`src/rtl/dec_10b8b.sv`:
```
// 10b/8b symbol decoder with running-disparity tracking and comma-based
// link synchronisation. One symbol is accepted per cycle with in_valid;
// all outputs are registered and appear on the following cycle.
module dec_10b8b #(
    parameter int SYNC_COMMAS = 3,
    parameter int ERR_LIMIT   = 4,
    parameter int GOOD_RUN    = 16
) (
    input  logic       clk,
    input  logic       rst_n,
    input  logic       in_valid,
    input  logic [9:0] din,
    output logic       out_valid,
    output logic [7:0] dout,
    output logic       kout,
    output logic       code_err,
    output logic       disp_err,
    output logic       comma_det,
    output logic       rd_out,
    output logic       sync
);

    localparam int CW = (SYNC_COMMAS > 1) ? $clog2(SYNC_COMMAS + 1) : 1;
    localparam int EW = (ERR_LIMIT > 1) ? $clog2(ERR_LIMIT + 1) : 1;
    localparam int GW = (GOOD_RUN > 1) ? $clog2(GOOD_RUN + 1) : 1;

    // The sync output is the FSM state register itself (ST_SYNC <=> sync=1).
    typedef enum logic {
        ST_LOS  = 1'b0,
        ST_SYNC = 1'b1
    } state_t;

    // Handshake: a symbol is consumed on every rising edge where in_valid=1;
    // out_valid is high for exactly the next cycle and marks fresh outputs.
    // There is no backpressure: the decoder always accepts.

    state_t         state, state_nx;
    logic [CW-1:0]  comma_cnt, comma_cnt_nx;
    logic [EW-1:0]  err_cnt, err_cnt_nx;
    logic [GW-1:0]  good_cnt, good_cnt_nx;
    logic           rd_q;

    logic [5:0]     s6;
    logic [3:0]     s4;
    logic [3:0]     s4k;
    logic [4:0]     x6;
    logic [2:0]     y4, yk, y_c;
    logic           v6, v4, vk, alt4;
    logic           k28, k28_pos, alt_ok, alt_k;
    logic [2:0]     w6, w4;
    logic           rd6, rd4, de6, de4;
    logic           code_err_c, disp_err_c, kout_c, comma_c, err_c;
    logic [7:0]     dout_c;

    assign s6      = din[9:4];
    assign s4      = din[3:0];
    assign k28     = (s6 == 6'b001111) || (s6 == 6'b110000);
    assign k28_pos = (s6 == 6'b110000);
    // The RD+ flavour of every K28 symbol is the bitwise complement of the
    // RD- flavour, so fold it back before looking up the K28 4b code.
    assign s4k     = k28_pos ? ~s4 : s4;
    assign w6      = 3'($countones(s6));
    assign w4      = 3'($countones(s4));

    // 6b sub-block lookup: both RD forms of every data code plus K28.
    always_comb begin
        x6 = 5'd0;
        v6 = 1'b1;
        case (s6)
            6'b100111, 6'b011000: x6 = 5'd0;
            6'b011101, 6'b100010: x6 = 5'd1;
            6'b101101, 6'b010010: x6 = 5'd2;
            6'b110001:            x6 = 5'd3;
            6'b110101, 6'b001010: x6 = 5'd4;
            6'b101001:            x6 = 5'd5;
            6'b011001:            x6 = 5'd6;
            6'b111000, 6'b000111: x6 = 5'd7;
            6'b111001, 6'b000110: x6 = 5'd8;
            6'b100101:            x6 = 5'd9;
            6'b010101:            x6 = 5'd10;
            6'b110100:            x6 = 5'd11;
            6'b001101:            x6 = 5'd12;
            6'b101100:            x6 = 5'd13;
            6'b011100:            x6 = 5'd14;
            6'b010111, 6'b101000: x6 = 5'd15;
            6'b011011, 6'b100100: x6 = 5'd16;
            6'b100011:            x6 = 5'd17;
            6'b010011:            x6 = 5'd18;
            6'b110010:            x6 = 5'd19;
            6'b001011:            x6 = 5'd20;
            6'b101010:            x6 = 5'd21;
            6'b011010:            x6 = 5'd22;
            6'b111010, 6'b000101: x6 = 5'd23;
            6'b110011, 6'b001100: x6 = 5'd24;
            6'b100110:            x6 = 5'd25;
            6'b010110:            x6 = 5'd26;
            6'b110110, 6'b001001: x6 = 5'd27;
            6'b001110:            x6 = 5'd28;
            6'b001111, 6'b110000: x6 = 5'd28;
            6'b101110, 6'b010001: x6 = 5'd29;
            6'b011110, 6'b100001: x6 = 5'd30;
            6'b101011, 6'b010100: x6 = 5'd31;
            default:              v6 = 1'b0;
        endcase
    end

    // 4b sub-block lookup for data symbols, flagging the alternate D.x.A7 form.
    always_comb begin
        y4   = 3'd0;
        v4   = 1'b1;
        alt4 = 1'b0;
        case (s4)
            4'b0100, 4'b1011: y4 = 3'd0;
            4'b1001:          y4 = 3'd1;
            4'b0101:          y4 = 3'd2;
            4'b0011, 4'b1100: y4 = 3'd3;
            4'b0010, 4'b1101: y4 = 3'd4;
            4'b1010:          y4 = 3'd5;
            4'b0110:          y4 = 3'd6;
            4'b0001, 4'b1110: y4 = 3'd7;
            4'b0111, 4'b1000: begin
                y4   = 3'd7;
                alt4 = 1'b1;
            end
            default:          v4 = 1'b0;
        endcase
    end

    // 4b lookup for K28 symbols (after folding), RD- flavour only.
    always_comb begin
        yk = 3'd0;
        vk = 1'b1;
        case (s4k)
            4'b0100: yk = 3'd0;
            4'b1001: yk = 3'd1;
            4'b0101: yk = 3'd2;
            4'b0011: yk = 3'd3;
            4'b0010: yk = 3'd4;
            4'b1010: yk = 3'd5;
            4'b0110: yk = 3'd6;
            4'b1000: yk = 3'd7;
            default: vk = 1'b0;
        endcase
    end

    assign alt_ok = x6 inside {5'd11, 5'd13, 5'd14, 5'd17, 5'd18, 5'd20,
                               5'd23, 5'd27, 5'd29, 5'd30};
    assign alt_k  = x6 inside {5'd23, 5'd27, 5'd29, 5'd30};

    assign code_err_c = !v6 || (k28 ? !vk : (!v4 || (alt4 && !alt_ok)));
    assign y_c        = k28 ? yk : y4;
    assign kout_c     = !code_err_c && (k28 || (alt4 && alt_k));
    assign dout_c     = code_err_c ? 8'h00 : {y_c, x6};
    assign comma_c    = !code_err_c && k28 &&
                        ((y_c == 3'd1) || (y_c == 3'd5) || (y_c == 3'd7));

    // Running disparity through the 6b then the 4b sub-block, from raw bits.
    always_comb begin
        rd6 = rd_q;
        if (w6 > 3'd3)              rd6 = 1'b1;
        else if (w6 < 3'd3)         rd6 = 1'b0;
        else if (s6 == 6'b000111)   rd6 = 1'b1;
        else if (s6 == 6'b111000)   rd6 = 1'b0;
        rd4 = rd6;
        if (w4 > 3'd2)              rd4 = 1'b1;
        else if (w4 < 3'd2)         rd4 = 1'b0;
        else if (s4 == 4'b0011)     rd4 = 1'b1;
        else if (s4 == 4'b1100)     rd4 = 1'b0;
    end

    assign de6 = ((w6 == 3'd4) && rd_q) || ((w6 == 3'd2) && !rd_q) ||
                 ((s6 == 6'b000111) && !rd_q) || ((s6 == 6'b111000) && rd_q);
    assign de4 = ((w4 == 3'd3) && rd6) || ((w4 == 3'd1) && !rd6) ||
                 ((s4 == 4'b0011) && !rd6) || ((s4 == 4'b1100) && rd6);
    assign disp_err_c = de6 || de4;
    assign err_c      = code_err_c || disp_err_c;

    // Sync FSM next state and counters, assuming the current symbol is accepted.
    always_comb begin
        state_nx     = state;
        comma_cnt_nx = comma_cnt;
        err_cnt_nx   = err_cnt;
        good_cnt_nx  = good_cnt;
        case (state)
            ST_LOS: begin
                if (err_c) begin
                    comma_cnt_nx = '0;
                end else if (comma_c) begin
                    if (comma_cnt >= CW'(SYNC_COMMAS - 1)) begin
                        state_nx     = ST_SYNC;
                        comma_cnt_nx = '0;
                        err_cnt_nx   = '0;
                        good_cnt_nx  = '0;
                    end else begin
                        comma_cnt_nx = comma_cnt + 1'b1;
                    end
                end
            end
            ST_SYNC: begin
                if (err_c) begin
                    good_cnt_nx = '0;
                    if (err_cnt >= EW'(ERR_LIMIT - 1)) begin
                        state_nx     = ST_LOS;
                        comma_cnt_nx = '0;
                        err_cnt_nx   = '0;
                    end else begin
                        err_cnt_nx = err_cnt + 1'b1;
                    end
                end else if (good_cnt >= GW'(GOOD_RUN - 1)) begin
                    err_cnt_nx  = '0;
                    good_cnt_nx = '0;
                end else begin
                    good_cnt_nx = good_cnt + 1'b1;
                end
            end
            default: state_nx = ST_LOS;
        endcase
    end

    // State, RD and output registers; everything holds while in_valid=0.
    always_ff @(posedge clk or negedge rst_n) begin
        if (!rst_n) begin
            out_valid <= 1'b0;
            dout      <= 8'h00;
            kout      <= 1'b0;
            code_err  <= 1'b0;
            disp_err  <= 1'b0;
            comma_det <= 1'b0;
            rd_q      <= 1'b0;
            state     <= ST_LOS;
            comma_cnt <= '0;
            err_cnt   <= '0;
            good_cnt  <= '0;
        end else begin
            out_valid <= in_valid;
            if (in_valid) begin
                dout      <= dout_c;
                kout      <= kout_c;
                code_err  <= code_err_c;
                disp_err  <= disp_err_c;
                comma_det <= comma_c;
                rd_q      <= rd4;
                state     <= state_nx;
                comma_cnt <= comma_cnt_nx;
                err_cnt   <= err_cnt_nx;
                good_cnt  <= good_cnt_nx;
            end
        end
    end

    assign rd_out = rd_q;
    assign sync   = (state == ST_SYNC);

endmodule

```
`config.mk`:
```
export PLATFORM = sky130hd
export DESIGN_NAME = dec_10b8b
export DESIGN_NICKNAME = d
export VERILOG_FILES = /design/src/rtl/dec_10b8b.sv
export SDC_FILE = /design/constraint.sdc
export NUM_CORES = 1
export LEC_CHECK = 0
export BUFFER_PORTS_ARGS = -buffer_cell sky130_fd_sc_hd__clkbuf_2
export CORE_ASPECT_RATIO = 1.1
export CORE_MARGIN = 1
export CORE_UTILIZATION = 45
export CTS_CLUSTER_DIAMETER = 100
export CTS_CLUSTER_SIZE = 10
export DETAILED_ROUTE_END_ITERATION = 12
export PLACE_DENSITY = 0.63
export SLEW_MARGIN = 10
export SYNTH_ARGS = -nofsm -noshare
export SYNTH_HDL_FRONTEND = slang
export SYNTH_SLANG_ARGS = --single-unit
```
`constraint.sdc`:
```
create_clock -name clk -period 4.05 [get_ports clk]
set_clock_uncertainty 0.15 [all_clocks]
set_input_delay 0.405 -clock clk [delete_from_list [all_inputs] [get_ports clk]]
set_output_delay 0.405 -clock clk [all_outputs]
set_load 0.02 [all_outputs]
```
After elaboration in Yosys (flattened, before gate mapping)
Index checks and enable logic that the tools add are counted.
{"block": "totals", "word_cells": 229, "input_bits": 13, "out_inout_bits": 15, "ff_bits": 25}
{"block": "classes", "n_lt_le_gt_ge": 7, "mux": 44, "addsub": 11, "bitwise": 2, "reduce_logical": 60, "n_eq_ne": 94}
{"op": "one-hot mux 5 bit (31 select lines)", "n": 1}
{"op": "== test 6 bit, second input constant", "n": 24}
{"op": "== test 6 x 5 -> 1 bit, second input constant", "n": 14}
{"op": "OR reduction 48 bit", "n": 1}
{"op": "== test 6 x 4 -> 1 bit, second input constant", "n": 7}
{"op": "one-hot mux 3 bit (7 select lines)", "n": 2}
{"op": "== test 4 bit, second input constant", "n": 10}
{"op": "== test 5 bit, second input constant", "n": 7}
{"op": "OR reduction 2 bit", "n": 16}
{"op": "== test 4 x 3 -> 1 bit, second input constant", "n": 7}
{"op": "2-to-1 mux 5 bit", "n": 5}
{"op": "2-to-1 mux 3 bit", "n": 7}
{"op": "== test 6 x 3 -> 1 bit, second input constant", "n": 3}
{"op": "2-to-1 mux 1 bit", "n": 18}
{"op": "== test 4 x 2 -> 1 bit, second input constant", "n": 4}
{"op": "== test 5 x 4 -> 1 bit, second input constant", "n": 3}
{"op": "logical OR 1 bit", "n": 14}
{"op": "OR reduction 14 bit", "n": 1}
{"op": "logical AND 1 bit", "n": 13}
{"op": "adder 1 x 1 -> 2 bit", "n": 5}
{"op": "2-to-1 mux 2 bit", "n": 5}
{"op": "one-hot mux 5 bit (2 select lines)", "n": 1}
{"op": "nonzero test 10 bit", "n": 1}
{"op": "== test 3 bit, second input constant", "n": 3}
{"op": "other kinds (31)", "n": 46}

Logic depth before layout (Yosys ltp)
Gate-level depths: netlist of the first run.
{"block": "logic_depth", "word_depth": 16, "depth_mapped": 16, "mapped_depth_nobuf": 15}

Least setup slack after synthesis of the first run
No wires, ideal clock.
{"block": "synth_timing", "path_type": "in2reg", "from": "in din[4]", "to": "reg err_cnt[0]", "path_buffers": 0, "setup_slack_ns": -0.030, "arrival_time_ns": 3.794, "cell_stages": 14, "setup_time_ns": 0.136, "required_ns": 3.764, "path_cell_list": "fa_1 -> inv_1 -> fa_1 -> inv_1 -> ha_1 -> fa_1 -> nand3_1 -> o21ai_1 -> mux2i_1 -> a311oi_1 -> nand2_1 -> o21a_1 -> a21oi_1 -> mux2i_1"}
{"block": "synth_between", "elab_chain_cells": 15, "elab_cells_between_ends": 139, "classes_between": "3 x add/sub; 2 x order compare; 74 x eq/ne; 13 x mux; 47 x reduce/logical"}
{"item": "start, declared", "line_no": "12", "rtl": "input logic [9:0] din,"}
{"item": "adder 1 x 1 -> 2 bit (implied by the code), or another cell as far along", "line_no": "62", "rtl": "assign w6 = 3'($countones(s6));"}
{"item": "adder 2 x 2 -> 3 bit (implied by the code), or another cell as far along", "line_no": "62"}
{"item": "adder 3 x 2 -> 3 bit (implied by the code) or one-hot mux 5 bit (31 select lines) (tied branches)", "line_no": "62, 69"}
{"item": "< comparator 3 x 2 -> 1 bit, or another cell as far along", "line_no": "161", "rtl": "else if (w6 < 3'd3) rd6 = 1'b0;"}
{"item": "2-to-1 mux 1 bit or nonzero test 10 bit (tied branches)", "line_no": "161, 146"}
{"item": "2-to-1 mux 1 bit or zero test 1 bit (tied branches)", "line_no": "160, 150"}
{"item": "zero test 1 bit or logical AND 1 bit (tied branches)", "line_no": "173, 174, 150"}
{"item": "logical AND 1 bit or logical OR 1 bit (tied branches)", "line_no": "173, 150"}
{"item": "logical OR 1 bit or 2-to-1 mux 1 bit (tied branches)", "line_no": "173, 150"}
{"item": "logical OR 1 bit, on equally long branches", "line_no": "173, 150"}
{"item": "logical OR 1 bit or zero test 1 bit (tied branches)", "line_no": "174, 154"}
{"item": "logical OR 1 bit or logical AND 1 bit (tied branches)", "line_no": "175, 154"}
{"item": "logical OR 1 bit or logical AND 1 bit (tied branches)", "line_no": "176, 154"}
{"item": "!= test 3 x 1 -> 1 bit (no line), or another cell as far along"}
{"item": "AND reduction 5 bit (no line) or one-hot mux 3 bit (2 select lines) (tied branches)"}
{"item": "end signal, assigned", "line_no": "245", "rtl": "err_cnt <= err_cnt_nx;"}
{"item": "end, declared", "line_no": "39", "rtl": "logic [EW-1:0] err_cnt, err_cnt_nx;"}
Several ways; a longest one is shown, not always the timed one.
A chain may end at the register's enable or synchronous reset.

Worst setup path in the final report of the first run
{"block": "layout_timing", "from": "in din[4]", "to": "reg comma_cnt[1]"}
{"block": "layout_between", "elab_chain_cells": 15, "elab_cells_between_ends": 138, "classes_between": "3 x add/sub; 2 x order compare; 73 x eq/ne; 13 x mux; 47 x reduce/logical"}
{"item": "adder 1 x 1 -> 2 bit (implied by the code), or another cell as far along", "line_no": "62"}
{"item": "adder 2 x 2 -> 3 bit (implied by the code), or another cell as far along", "line_no": "62"}
{"item": "adder 3 x 2 -> 3 bit (implied by the code) or one-hot mux 5 bit (31 select lines) (tied branches)", "line_no": "62, 69"}
{"item": "< comparator 3 x 2 -> 1 bit, or another cell as far along", "line_no": "161"}
{"item": "2-to-1 mux 1 bit or nonzero test 10 bit (tied branches)", "line_no": "161, 146"}
{"item": "2-to-1 mux 1 bit or zero test 1 bit (tied branches)", "line_no": "160, 150"}
{"item": "zero test 1 bit or logical AND 1 bit (tied branches)", "line_no": "173, 174, 150"}
{"item": "logical AND 1 bit or logical OR 1 bit (tied branches)", "line_no": "173, 150"}
{"item": "logical OR 1 bit or 2-to-1 mux 1 bit (tied branches)", "line_no": "173, 150"}
{"item": "logical OR 1 bit, on equally long branches", "line_no": "173, 150"}
{"item": "logical OR 1 bit or zero test 1 bit (tied branches)", "line_no": "174, 154"}
{"item": "logical OR 1 bit or logical AND 1 bit (tied branches)", "line_no": "175, 154"}
{"item": "logical OR 1 bit or logical AND 1 bit (tied branches)", "line_no": "176, 154"}
{"item": "!= test 3 bit (no line), or another cell as far along"}
{"item": "AND reduction 4 bit (no line) or one-hot mux 2 bit (2 select lines) (tied branches)"}
{"item": "end signal, assigned", "line_no": "244", "rtl": "comma_cnt <= comma_cnt_nx;"}
{"item": "end, declared", "line_no": "38", "rtl": "logic [CW-1:0] comma_cnt, comma_cnt_nx;"}
Several ways; a longest one is shown, not always the timed one.

==> metrics.cfg, run 1 <==
[sta]
worst_pin_slew_ns=0.598
timing.slew.headroom=0.602
maxClockFrequency_mhz=259
fin_worst_hold_slack_ns=0.335
grt_setup_unrepaired=false
final_number_of_setup_violating_endpoints=0
min_period_ns=3.86
final_worst_path_cycle_share=0.952
maxSlewViolCount=0
finalWorstSetupSlack_ns=0.194
report.final.hold_viol_count=0

[yosys]
synth_largest_area_cell=sky130_fd_sc_hd__dfrtp_1
ys_seq_elements=25
postSynth.asyncResetShare=1.00
postSynth.topFlopCell=sky130_fd_sc_hd__dfrtp_1
netlist_area_before_placement_mm2=0.00267
synth_cell_types=65
leading_cell_types_by_total_area_after_synthesis=sky130_fd_sc_hd__dfrtp_1, sky130_fd_sc_hd__ha_1, sky130_fd_sc_hd__nand2_1, sky130_fd_sc_hd__inv_1, sky130_fd_sc_hd__nor2_1
edff_count_synth=0
synthCells=345
syn_avg_cell_area_um2=7.73
synth_sequential_area_ratio=0.235
yosys.area.top_type_share=0.235
total_number_of_yosys_warnings=0
synthesized_nets=378

[floorplanning]
die_area_mm2=0.00624
io_pins=28
coreArea_mm2=0.00573
floorplan.die.width_um=75.4
floorplan.rows=29
die_height_um=82.7
floorplan.initialDensity=0.465

[placed_design]
placement.io_buffers=27
place.detailed.instances=447
hpwl_after_detailed_placement_um=5170
gp_congestion=0.878
placement.setup.worst_slack_ns=-0.304

[route]
detailed_route_drc_error_count=0
dr_total_vias=2592
detail_route.wl_per_cell_um=14.7
number_of_search_and_repair_iterations_in_the_first_detailed_routing_pass=4
drt_total_wl_um=6650
avgViaCountPerCell=5.73
postRouteAntennaNets=0
dr_iter_0_viols=112

[critical_path]
worstSetupStartpointType=input port
critical_path.endpoint=comma_cnt[1]$_DFFE_PN0P_
r2r.worst_path.cells=10
kind_of_end_point_of_the_critical_path=flop
path_max_fanout=6
reg2reg_from=rd_out$_DFFE_PN0P_
timing.critical_path.arrival_ns=3.91
worstReg2RegEnd=comma_cnt[1]$_DFFE_PN0P_
worstPathRequired_ns=4.10
setup.reg_to_reg.worst_slack_ns=1.76
setup.worst_path.start=din[4]
crit_type=input port to flop

[clocking]
cts-root-to-sink-buffers=2
clockRootBuffer=sky130_fd_sc_hd__clkbuf_8
clkTransAtPathRegs_ns=0.08
clock_sinks=25
cts_inserted_buffers=3
cts_tree=yes
worstSkewPairLatency_ns=0.27
cts_setup_buffers=0
htree_levels=1

[final_layout]
layout.core_utilization=0.529
net_total_in_the_final_layout=409
areaGrowthSynthToFinish_pct=13.8
final_layout_size_suffix_gt1_frac=0.197
diodes=0
final_cells=452

[power_and_ir_drop]
leakage_power_nw=1.36
worst_ir_drop_vdd_mv=0.242
cellPowerDensity_mw_per_mm2=258
post-layout-total-power_uw=782

[global_routing]
grt_max_degree=28
grt_antenna_before_repair=0
grt.total_usage=0.227
first_global_vias=2412
grt_residual_overflow=0
wire_length_of_the_first_global_routing_pass_um=10900

[run]
drv.max_cap_violation_count=0

[worst_hold_path]
min-delay-start=disp_err$_DFFE_PN0P_
worst_hold_path_type=flop to flop

[status]
outcome=complete, no violations

[state kept, by name, summed over array words and instances (netlist names)]
register,flops
code_err,1
comma_cnt,2
comma_det,1
disp_err,1
dout,8
err_cnt,3
good_cnt,5
kout,1
out_valid,1
rd_out,1
sync,1
[power by group]
part,leakage [nW],internal (mW),switching [mW]
Clock,0.0217,0.0696,0.0785
Sequential,0.318,0.270,0.0145
Combinational,1.02,0.143,0.206
[per-stage QoR]
stage	TNS (ns)	instance area (um2)
after floorplan	0	2670
after global placement	-1.31	2940
after detailed placement	-1.77	2940
after CTS	0	3000
after global routing	0	3040
final	0	3040
[what timing repair did]
action,in CTS,in global routing
pin swaps,0,2
resized for setup,1,8
endpoints found under the hold margin,15,0
endpoints found under the setup margin,3,8
hold buffers,1,0
[routing by layer]
layer / track usage / up-vias / wire length (um)
met4: 0.0778 / 0 / 158
li1: - / 1308 / -
met5: 0 / - / 0
met2: 0.413 / 35 / 3420
met1: 0.277 / 1235 / 2950
met3: 0.0231 / 14 / 127
[cell usage after synthesis (8+ instances only)]
cell type	count
sky130_fd_sc_hd__nand3_1	13
sky130_fd_sc_hd__ha_1	16
sky130_fd_sc_hd__nand2_1	38
sky130_fd_sc_hd__a21oi_1	18
sky130_fd_sc_hd__nand2b_1	9
sky130_fd_sc_hd__nand3b_1	8
sky130_fd_sc_hd__o22ai_1	8
sky130_fd_sc_hd__nor2_1	28
sky130_fd_sc_hd__dfrtp_1	25
sky130_fd_sc_hd__inv_1	33
sky130_fd_sc_hd__clkbuf_1	11
sky130_fd_sc_hd__o21ai_0	12
[cells by family after synthesis]
kind of cell	Yosys count	synth area share
mux	7	0.0267
buf+inv	54	0.0873
xor+xnor	3	0.0127
simple gates	138	0.273
fa+ha+maj	22	0.113
flops	25	0.235
compound gates	96	0.253
[cells in the final DEF, fill, tap and decap left out, types with 3 or more instances in the layout]
cell type | netlist | final
sky130_fd_sc_hd__o32ai_1 | 3 | 3
sky130_fd_sc_hd__mux2i_1 | 6 | 6
sky130_fd_sc_hd__nand2_1 | 38 | 37
sky130_fd_sc_hd__nor2b_1 | 6 | 6
sky130_fd_sc_hd__nand3_1 | 13 | 13
sky130_fd_sc_hd__buf_4 | 2 | 19
sky130_fd_sc_hd__dfrtp_1 | 25 | 25
sky130_fd_sc_hd__o21ai_1 | 6 | 4
sky130_fd_sc_hd__nand3b_1 | 8 | 8
sky130_fd_sc_hd__nor3b_1 | 3 | 3
sky130_fd_sc_hd__nand2b_1 | 9 | 9
sky130_fd_sc_hd__and3_1 | 3 | 3
sky130_fd_sc_hd__o21ai_0 | 12 | 12
sky130_fd_sc_hd__nand4_1 | 6 | 6
sky130_fd_sc_hd__o21a_1 | 5 | 4
sky130_fd_sc_hd__nor2_1 | 28 | 28
sky130_fd_sc_hd__o22ai_1 | 8 | 8
sky130_fd_sc_hd__a21oi_1 | 18 | 17
sky130_fd_sc_hd__a211oi_1 | 4 | 4
sky130_fd_sc_hd__a31oi_1 | 5 | 5
sky130_fd_sc_hd__or3b_2 | 3 | 3
sky130_fd_sc_hd__clkbuf_8 | 0 | 3
sky130_fd_sc_hd__inv_1 | 33 | 33
sky130_fd_sc_hd__o221ai_1 | 3 | 3
sky130_fd_sc_hd__ha_1 | 16 | 16
sky130_fd_sc_hd__fa_1 | 4 | 3
sky130_fd_sc_hd__nor3_1 | 6 | 6
sky130_fd_sc_hd__clkbuf_2 | 0 | 27
[critical path, stage by stage]
cell and delay, ns:
sky130_fd_sc_hd__clkbuf_2 0.10, sky130_fd_sc_hd__fa_1 0.52, sky130_fd_sc_hd__inv_1 0.05, sky130_fd_sc_hd__fa_1 0.48, sky130_fd_sc_hd__inv_1 0.04, sky130_fd_sc_hd__ha_1 0.18
sky130_fd_sc_hd__fa_2 0.57, sky130_fd_sc_hd__nand3_1 0.09, sky130_fd_sc_hd__o21ai_2 0.13, sky130_fd_sc_hd__buf_4 0.15, sky130_fd_sc_hd__xnor2_1 0.07, sky130_fd_sc_hd__a311oi_2 0.28
sky130_fd_sc_hd__buf_4 0.18, sky130_fd_sc_hd__inv_1 0.04, sky130_fd_sc_hd__nor4_1 0.34, sky130_fd_sc_hd__a22o_1 0.18, sky130_fd_sc_hd__a21o_1 0.09
[final cells by class]
type / instances / area [um2]
Fill cell: 584 / 2700
Clock inverter: 1 / 7.51
Inverter: 33 / 124
Clock buffer: 3 / 41.3
Sequential cell: 25 / 626
Tap cell: 77 / 96.3
Timing Repair Buffer: 47 / 288
Multi-Input combinational cell: 266 / 1850
[how the worst min path moves through the flow]
stage	to	slack [ns]	depth (start not counted)
CTS	disp_err$_DFFE_PN0P_	0.34	1
global placement	dout[1]$_DFFE_PN0P_	0.29	1
detailed placement	dout[2]$_DFFE_PN0P_	0.29	1
finish	disp_err$_DFFE_PN0P_	0.34	1
global route	disp_err$_DFFE_PN0P_	0.37	1
floorplan	code_err$_DFFE_PN0P_	-0.04	0
No activity file was read; power rests on OpenSTA's default activity.
==> run 2: changes to the inputs <==
Settings changed: ABC_AREA set to 1, CORE_ASPECT_RATIO 1.1 to not set, PLACE_DENSITY 0.63 to 0.62.
==> run 2 against run 1 <==
The flow now finishes with violations (DRC, hold timing). Highest routed layer unchanged. Synthesized area is 14% higher. Via count is 23% higher. Combinational power is 9.2% lower. Clock power is 4% higher. Fmax is 3.8% higher. Cell area is 7.7% higher. Sequential cell count stayed put. Critical endpoint is now good_cnt[1]$_DFFE_PN0P_.
==> metrics.cfg, run 2 <==
[clocking]
cts_inserted_buffers=3  ; unchanged
cts_setup_buffers=0  ; unchanged
clockRootBuffer=sky130_fd_sc_hd__clkbuf_8  ; unchanged
cts-root-to-sink-buffers=2  ; unchanged
cts_tree=yes  ; unchanged
cts-resized-gates=0  ; was 1
post_cts_hold_fix_bufs=0  ; was 1
clkTransAtPathRegs_ns=0.10  ; was 0.08 ns
clock_sinks=25  ; unchanged
worstSkewPairLatency_ns=0.28  ; was 0.27 ns
htree_levels=1  ; unchanged

[floorplanning]
coreArea_mm2=0.00642  ; was 0.00573 mm2
die_height_um=84.0  ; was 82.7 um
io_pins=28  ; unchanged
die_area_mm2=0.00706  ; was 0.00624 mm2
floorplan.initialDensity=0.471  ; was 0.465
floorplan.die.width_um=84.0  ; was 75.4 um
floorplan.rows=29  ; unchanged

[status]
outcome=finished with violations  ; was complete, no violations
violations_in_the_final_reports=DRC, hold timing

[yosys]
synth_common_cells=sky130_fd_sc_hd__nand2_1, sky130_fd_sc_hd__nor2_1, sky130_fd_sc_hd__inv_1, sky130_fd_sc_hd__nand3_1, sky130_fd_sc_hd__dfrtp_1  ; was sky130_fd_sc_hd__nand2_1, sky130_fd_sc_hd__inv_1, sky130_fd_sc_hd__nor2_1, sky130_fd_sc_hd__dfrtp_1, sky130_fd_sc_hd__a21oi_1
synthesized_nets=527  ; was 378
synthCells=494  ; was 345
synth_largest_area_cell=sky130_fd_sc_hd__dfrtp_1  ; unchanged
yosys.area.top_type_share=0.207  ; was 0.235
netlist_area_before_placement_mm2=0.00303  ; was 0.00267 mm2
yosys.cell_count.top_type=sky130_fd_sc_hd__nand2_1  ; unchanged
ys_seq_elements=25  ; unchanged
synth_cell_types=39  ; was 65
total_number_of_yosys_warnings=0  ; unchanged
postSynth.topFlopCell=sky130_fd_sc_hd__dfrtp_1  ; unchanged
synth_sequential_area_ratio=0.207  ; was 0.235
syn_avg_cell_area_um2=6.13  ; was 7.73 um2
leading_cell_types_by_total_area_after_synthesis=sky130_fd_sc_hd__dfrtp_1, sky130_fd_sc_hd__nand2_1, sky130_fd_sc_hd__nor2_1, sky130_fd_sc_hd__nand3_1, sky130_fd_sc_hd__inv_1  ; was sky130_fd_sc_hd__dfrtp_1, sky130_fd_sc_hd__ha_1, sky130_fd_sc_hd__nand2_1, sky130_fd_sc_hd__inv_1, sky130_fd_sc_hd__nor2_1
postSynth.asyncResetShare=1.00  ; unchanged
edff_count_synth=0  ; unchanged

[critical_path]
family_of_cells_with_the_greatest_summed_delay_on_the_critical_path=adder cells  ; unchanged
longest_individual_stage_delay_on_the_worst_path_ns=0.53  ; was 0.57 ns
path_buf_inv=6  ; unchanged
timing.critical_path.arrival_ns=3.76  ; was 3.91 ns
reg2reg_from=rd_out$_DFFE_PN0P_  ; unchanged
path_max_fanout=11  ; was 6
worstSetupStartpointType=input port  ; unchanged
critical-path-top-cell-by-count=sky130_fd_sc_hd__fa_1  ; was sky130_fd_sc_hd__inv_1
setup.reg_to_reg.worst_slack_ns=1.81  ; was 1.76 ns
path_cells=clkbuf_2, fa_1, inv_1, fa_1, inv_1, ha_1, fa_1, nand3_1, nand2_1, inv_2, nor2_2, o21bai_1, o311ai_0, nor2_1, buf_4, nand3_2, a21oi_2, buf_4, nand2_1, o21ai_1  ; was clkbuf_2, fa_1, inv_1, fa_1, inv_1, ha_1, fa_2, nand3_1, o21ai_2, buf_4, xnor2_1, a311oi_2, buf_4, inv_1, nor4_1, a22o_1, a21o_1
setup.worst_path.start=din[4]  ; unchanged
worstPathRequired_ns=4.10  ; about the same
crit_type=input port to flop  ; unchanged
kind_of_end_point_of_the_critical_path=flop  ; unchanged
critical_path.slowest_cell=sky130_fd_sc_hd__fa_1  ; was sky130_fd_sc_hd__fa_2

[sta]
grt_setup_unrepaired=false  ; unchanged
fin_worst_hold_slack_ns=-0.0239  ; was 0.335 ns
min_period_ns=3.71  ; was 3.86 ns
maxSlewViolCount=0  ; unchanged
final_number_of_setup_violating_endpoints=0  ; unchanged
report.final.hold_viol_count=15  ; was 0
timing.slew.headroom=0.574  ; was 0.602
maxClockFrequency_mhz=269  ; was 259 MHz
final_worst_path_cycle_share=0.917  ; was 0.952
worst_pin_slew_ns=0.639  ; was 0.598 ns

[route]
dr_iter_0_viols=268  ; was 112
dr_total_vias=3197  ; was 2592
number_of_search_and_repair_iterations_in_the_first_detailed_routing_pass=9  ; was 4
postRouteAntennaNets=0  ; unchanged
detail_route.wl_per_cell_um=13.7  ; was 14.7 um
avgViaCountPerCell=5.36  ; was 5.73
drt_total_wl_um=8180  ; was 6650 um
detailed_route_drc_error_count=4  ; was 0

[global_routing]
grt_max_degree=26  ; was 28
wire_length_of_the_first_global_routing_pass_um=13800  ; was 10900 um
grt_antenna_before_repair=0  ; unchanged
first_global_vias=3007  ; was 2412
grt_residual_overflow=0  ; unchanged
grt.total_usage=0.239  ; was 0.227

[final_layout]
final_instance_area_mm2=0.00327  ; was 0.00304 mm2
diodes=0  ; unchanged
largest_registers=dout x8, good_cnt x5, err_cnt x3  ; unchanged
final_layout_size_suffix_gt1_frac=0.146  ; was 0.197
largest_register=dout  ; unchanged
fillers=683  ; was 584
areaGrowthSynthToFinish_pct=7.98  ; was 13.8%
net_total_in_the_final_layout=553  ; was 409
largest_register_ff_count=8  ; unchanged
layout_commonest_cell=sky130_fd_sc_hd__nand2_1  ; unchanged
most-common-layout-cells=sky130_fd_sc_hd__nand2_1, sky130_fd_sc_hd__nor2_1, sky130_fd_sc_hd__inv_1, sky130_fd_sc_hd__nand3_1, sky130_fd_sc_hd__clkbuf_2  ; was sky130_fd_sc_hd__nand2_1, sky130_fd_sc_hd__inv_1, sky130_fd_sc_hd__nor2_1, sky130_fd_sc_hd__clkbuf_2, sky130_fd_sc_hd__dfrtp_1

[placed_design]
placement.io_buffers=27  ; unchanged
hpwl_after_detailed_placement_um=6480  ; was 5170 um
postPlaceCellArea_mm2=0.00320  ; was 0.00294 mm2
gp_congestion=0.989  ; was 0.878

[worst_hold_path]
worst_hold_path_type=input port to asynchronous set/reset pin  ; was flop to flop

[power_and_ir_drop]
worst_ir_drop_vdd_mv=0.143  ; was 0.242 mV
cellPowerDensity_mw_per_mm2=229  ; was 258 mW/mm2
leakage_power_nw=1.89  ; was 1.36 nW

[run]
drv.max_cap_violation_count=0  ; unchanged

-- run 2: through the flow --
stage | total power [mW] | utilization | setup slack [ns] | TNS (ns) | std cells
finish | 0.750 | 0.509 | 0.335 | 0 | 596
global placement | 0.590 | 0.499 | 0.0729 | 0 | 590
global route | 0.813 | 0.509 | 0.0914 | 0 | 596
CTS | 0.750 | 0.507 | 0.222 | 0 | 594
detailed placement | 0.593 | 0.499 | -0.0580 | -0.187 | 590
floorplan | 0.503 | - | 0.433 | 0 | 494
-- run 2: where the power goes --
group,internal (mW),switching [mW]
registers,0.267,0.0113
logic,0.108,0.210
clock network,0.0699,0.0844
total,0.444,0.305
-- run 2: path summary, 6_finish.rpt --
check	to	depth (start not counted)
min in group clk	out_valid$_DFF_PN0_	1
worst max register to register	good_cnt[1]$_DFFE_PN0P_	15
max in group asynchronous	dout[0]$_DFFE_PN0P_	1
worst max-delay path	good_cnt[1]$_DFFE_PN0P_	20
worst min register to register	comma_cnt[0]$_DFFE_PN0P_	1
worst min-delay path	comma_cnt[0]$_DFFE_PN0P_	1
-- run 2: cell families (layout without fill, tap and decap cells) --
family,Yosys count,in the layout,share of synthesized area
xor gates and xnor gates,4,4,0.0165
AOI/OAI and AO/OA,43,43,0.0889
and+or+nand+nor,313,313,0.470
buffers and inverters,89,114,0.125
DFF,25,25,0.207
adders and majority gates,20,20,0.0926
-- run 2: layout make-up --
| type | count | area, um2 | area share |
|---|---|---|---|
| clock inverter | 1 | 7.51 | 0.00230 |
| timing repair buffer | 33 | 180 | 0.0551 |
| tap | 77 | 96.3 | 0.0295 |
| clock buffer | 3 | 41.3 | 0.0126 |
| multi-input combinational | 380 | 2020 | 0.619 |
| inverter | 77 | 294 | 0.0900 |
| sequential | 25 | 626 | 0.191 |
-- run 2: layer usage --
metal	up-vias	track usage	wire length [um]
li1	1620	-	-
met5	-	0	0
met1	1424	0.324	3630
met2	137	0.396	3830
met4	0	0.0611	144
met3	16	0.0376	569
==> run 3: changes to the inputs <==
Clock period 4.05 ns to 4 ns, I/O delays scaled along.
==> run 3 against run 2 <==
Sequential cell count stayed put. Worst hold slack better by 0.20 ns. Sequential power grew 1%. Sequential share of layout area fell by 0.19 points. Cell count is 0.50% higher. The flow finishes with violations (DRC). Non-clock buffer count is 3 higher. Register-to-register slack got worse by 0.07 ns. Critical path depth fell by 2. Total power is 1.6% higher. Cell area rose by 1.0%. Critical path type unchanged. Critical endpoint is now good_cnt[4]$_DFFE_PN0P_. Via count grew 1.2%. Largest power group unchanged. Global-route usage about the same.
==> metrics.cfg, run 3 (synthesis results as in run 2) <==
[critical_path]
worstPathRequired_ns=4.01  ; was 4.10 ns
longest_individual_stage_delay_on_the_worst_path_ns=0.55  ; was 0.53 ns
path_cells=clkbuf_2, fa_1, inv_1, fa_1, inv_1, ha_1, fa_1, nand3_1, nand2_1, inv_2, nor2_2, o21bai_1, o311ai_1, nor2_2, nand3_2, a21oi_2, buf_2, o21ai_1  ; was clkbuf_2, fa_1, inv_1, fa_1, inv_1, ha_1, fa_1, nand3_1, nand2_1, inv_2, nor2_2, o21bai_1, o311ai_0, nor2_1, buf_4, nand3_2, a21oi_2, buf_4, nand2_1, o21ai_1
path_max_fanout=5  ; was 11
timing.critical_path.arrival_ns=3.75  ; was 3.76 ns
reg2reg_from=rd_out$_DFFE_PN0P_  ; unchanged
kind_of_end_point_of_the_critical_path=flop  ; unchanged
r2r.worst_path.cells=13  ; was 15
worstReg2RegEnd=good_cnt[4]$_DFFE_PN0P_  ; was good_cnt[1]$_DFFE_PN0P_
setup.reg_to_reg.worst_slack_ns=1.74  ; was 1.81 ns
worstSetupStartpointType=input port  ; unchanged
crit_type=input port to flop  ; unchanged
critical-path-top-cell-by-count=sky130_fd_sc_hd__fa_1  ; unchanged
critical_path.slowest_cell=sky130_fd_sc_hd__fa_1  ; unchanged

[final_layout]
final_layout_size_suffix_gt1_frac=0.153  ; was 0.146
largest_register=dout  ; unchanged
fillers=675  ; was 683
final_instance_area_mm2=0.00330  ; was 0.00327 mm2
layout.core_utilization=0.514  ; was 0.509
largest_register_ff_count=8  ; unchanged
diodes=0  ; unchanged
most-common-layout-cells=sky130_fd_sc_hd__nand2_1, sky130_fd_sc_hd__nor2_1, sky130_fd_sc_hd__inv_1, sky130_fd_sc_hd__nand3_1, sky130_fd_sc_hd__clkbuf_2  ; unchanged
layout_commonest_cell=sky130_fd_sc_hd__nand2_1  ; unchanged
net_total_in_the_final_layout=556  ; was 553
largest_registers=dout x8, good_cnt x5, err_cnt x3  ; unchanged
areaGrowthSynthToFinish_pct=9.05  ; was 7.98%

[worst_hold_path]
worst_hold_path_type=input port to flop  ; was input port to asynchronous set/reset pin
worstHoldEndpoint=out_valid$_DFF_PN0_
hold-path-cell-count=1
min-delay-start=in_valid

[placed_design]
postPlaceCellArea_mm2=0.00321  ; was 0.00320 mm2
gp_congestion=0.995  ; was 0.989
hpwl_after_detailed_placement_um=6410  ; was 6480 um
placement.io_buffers=27  ; unchanged

[clocking]
clkTransAtPathRegs_ns=0.10  ; about the same
cts-root-to-sink-buffers=2  ; unchanged
clock_sinks=25  ; unchanged
htree_levels=1  ; unchanged
cts_tree=yes  ; unchanged
cts_inserted_buffers=3  ; unchanged
clockRootBuffer=sky130_fd_sc_hd__clkbuf_8  ; unchanged
worstSkewPairLatency_ns=0.27  ; was 0.28 ns

[floorplanning]
floorplan.initialDensity=0.471  ; unchanged
io_pins=28  ; unchanged
floorplan.die.width_um=84.0  ; unchanged
die_area_mm2=0.00706  ; unchanged
floorplan.rows=29  ; unchanged
die_height_um=84.0  ; unchanged
coreArea_mm2=0.00642  ; unchanged

[power_and_ir_drop]
p_comb_frac=0.427  ; was 0.423
sw_frac_of_total=0.409  ; was 0.407
power_report.internal_total_uw=450  ; was 444 uW
power.net_switching_uw=312  ; was 305 uW
worst_ir_drop_vdd_mv=0.158  ; was 0.143 mV
share_clk_of_total_power=0.203  ; was 0.206
leakage_power_nw=1.91  ; was 1.89 nW
post-layout-total-power_uw=762  ; was 750 uW
share_seq_of_total_power=0.370  ; was 0.371
cellPowerDensity_mw_per_mm2=231  ; was 229 mW/mm2

[global_routing]
grt_max_degree=26  ; unchanged
wire_length_of_the_first_global_routing_pass_um=13800  ; about the same
met1_usage=0.323  ; was 0.324
grt_antenna_before_repair=0  ; unchanged
grtUsageMet2=0.421  ; was 0.396
first_global_vias=3044  ; was 3007
globalRoute.busiestLayer=met2  ; unchanged
grt.total_usage=0.240  ; was 0.239
global_route.usage.met3=0.0277  ; was 0.0376
grt_residual_overflow=0  ; unchanged

[sta]
grt_setup_unrepaired=false  ; unchanged
setup_tns_ns=0  ; unchanged
min_period_ns=3.73
worst_pin_slew_ns=0.628  ; was 0.639 ns
final_worst_path_cycle_share=0.934
final_number_of_setup_violating_endpoints=0  ; unchanged
report.final.hold_viol_count=0  ; was 15
maxClockFrequency_mhz=268
maxSlewViolCount=0  ; unchanged
timing.slew.headroom=0.581  ; was 0.574

[route]
avgViaCountPerCell=5.40  ; was 5.36
detail_route.wl_per_cell_um=13.7  ; about the same
dr_iter_0_viols=268  ; unchanged
number_of_search_and_repair_iterations_in_the_first_detailed_routing_pass=9  ; unchanged
drt_total_wl_um=8180  ; about the same
detailed_route_drc_error_count=4  ; unchanged
postRouteAntennaNets=0  ; unchanged
dr_total_vias=3234  ; was 3197

[status]
outcome=finished with violations  ; unchanged
violations_in_the_final_reports=DRC  ; was DRC, hold timing

[run]
drv.max_cap_violation_count=0  ; unchanged

run 3: cell count changes in the layout (fill, tap and decap cells not counted), sizes merged:
cell	delta
buf	+2
dlygate4sd3	+1
run 3: repair_timing:
action                                  in CTS  in global routing
endpoints found under the setup margin       0                  6
endpoints found under the hold margin       13                  0
resized for setup                            0                  4
setup buffers                                0                  2
hold buffers                                 1                  0
run 3: critical path, delay by kind of cell:
kind / cells / cell delay (ns)
adder cells (fa/ha/maj): 4 / 1.73
AND/OR/NAND/NOR: 5 / 0.65
AO/OA/AOI/OAI: 4 / 0.53
buffers and inverters: 5 / 0.43
run 3: area by class of cell:
cell class / count / area, um2 / area share
repair buffers: 36 / 206 / 0.0625
clock inverters: 1 / 7.51 / 0.00227
flip-flops and latches: 25 / 626 / 0.190
multi-input cells: 380 / 2030 / 0.615
well taps: 77 / 96.3 / 0.0292
inverters: 77 / 294 / 0.0891
clock buffers: 3 / 41.3 / 0.0125
run 3: layer usage:
layer,part of all wire,vias up,wire length [um]
li1,-,1627,-
met1,0.45,1461,3690
met2,0.47,134,3850
met3,0.068,12,556
met4,0.011,0,86
met5,0,-,0
run 3: stage by stage:
| step | hold slack (ns) | cells | setup WS, ns |
|---|---|---|---|
| after floorplan | -0.0456 | 494 | 0.388 |
| after global placement | 0.303 | 591 | 0.0560 |
| after detailed placement | 0.304 | 591 | -0.0714 |
| after CTS | 0.181 | 596 | 0.203 |
| after global routing | 0.183 | 599 | 0.0620 |
| final | 0.181 | 599 | 0.265 |
run 3: how the worst max path moves through the flow:
stage	to	depth (start not counted)	from	slack [ns]
finish	good_cnt[4]$_DFFE_PN0P_	18	din[4]	0.27
detailed placement	err_cnt[2]$_DFFE_PN0P_	18	din[4]	-0.07
floorplan	err_cnt[0]$_DFFE_PN0P_	18	din[4]	0.39
global placement	err_cnt[0]$_DFFE_PN0P_	18	din[4]	0.06
CTS	err_cnt[2]$_DFFE_PN0P_	18	din[4]	0.20
global route	good_cnt[4]$_DFFE_PN0P_	19	din[4]	0.06
run 3: power by group through the flow:
stage          Sequential (mW)  Combinational [mW]  Clock [mW]
6_report                 0.282               0.326       0.154
3_3_place_gp             0.287               0.312           0
5_1_grt                  0.284               0.366       0.166
3_5_place_dp             0.287               0.314           0
2_1_floorplan            0.307               0.202           0
4_1_cts                  0.282               0.316       0.158
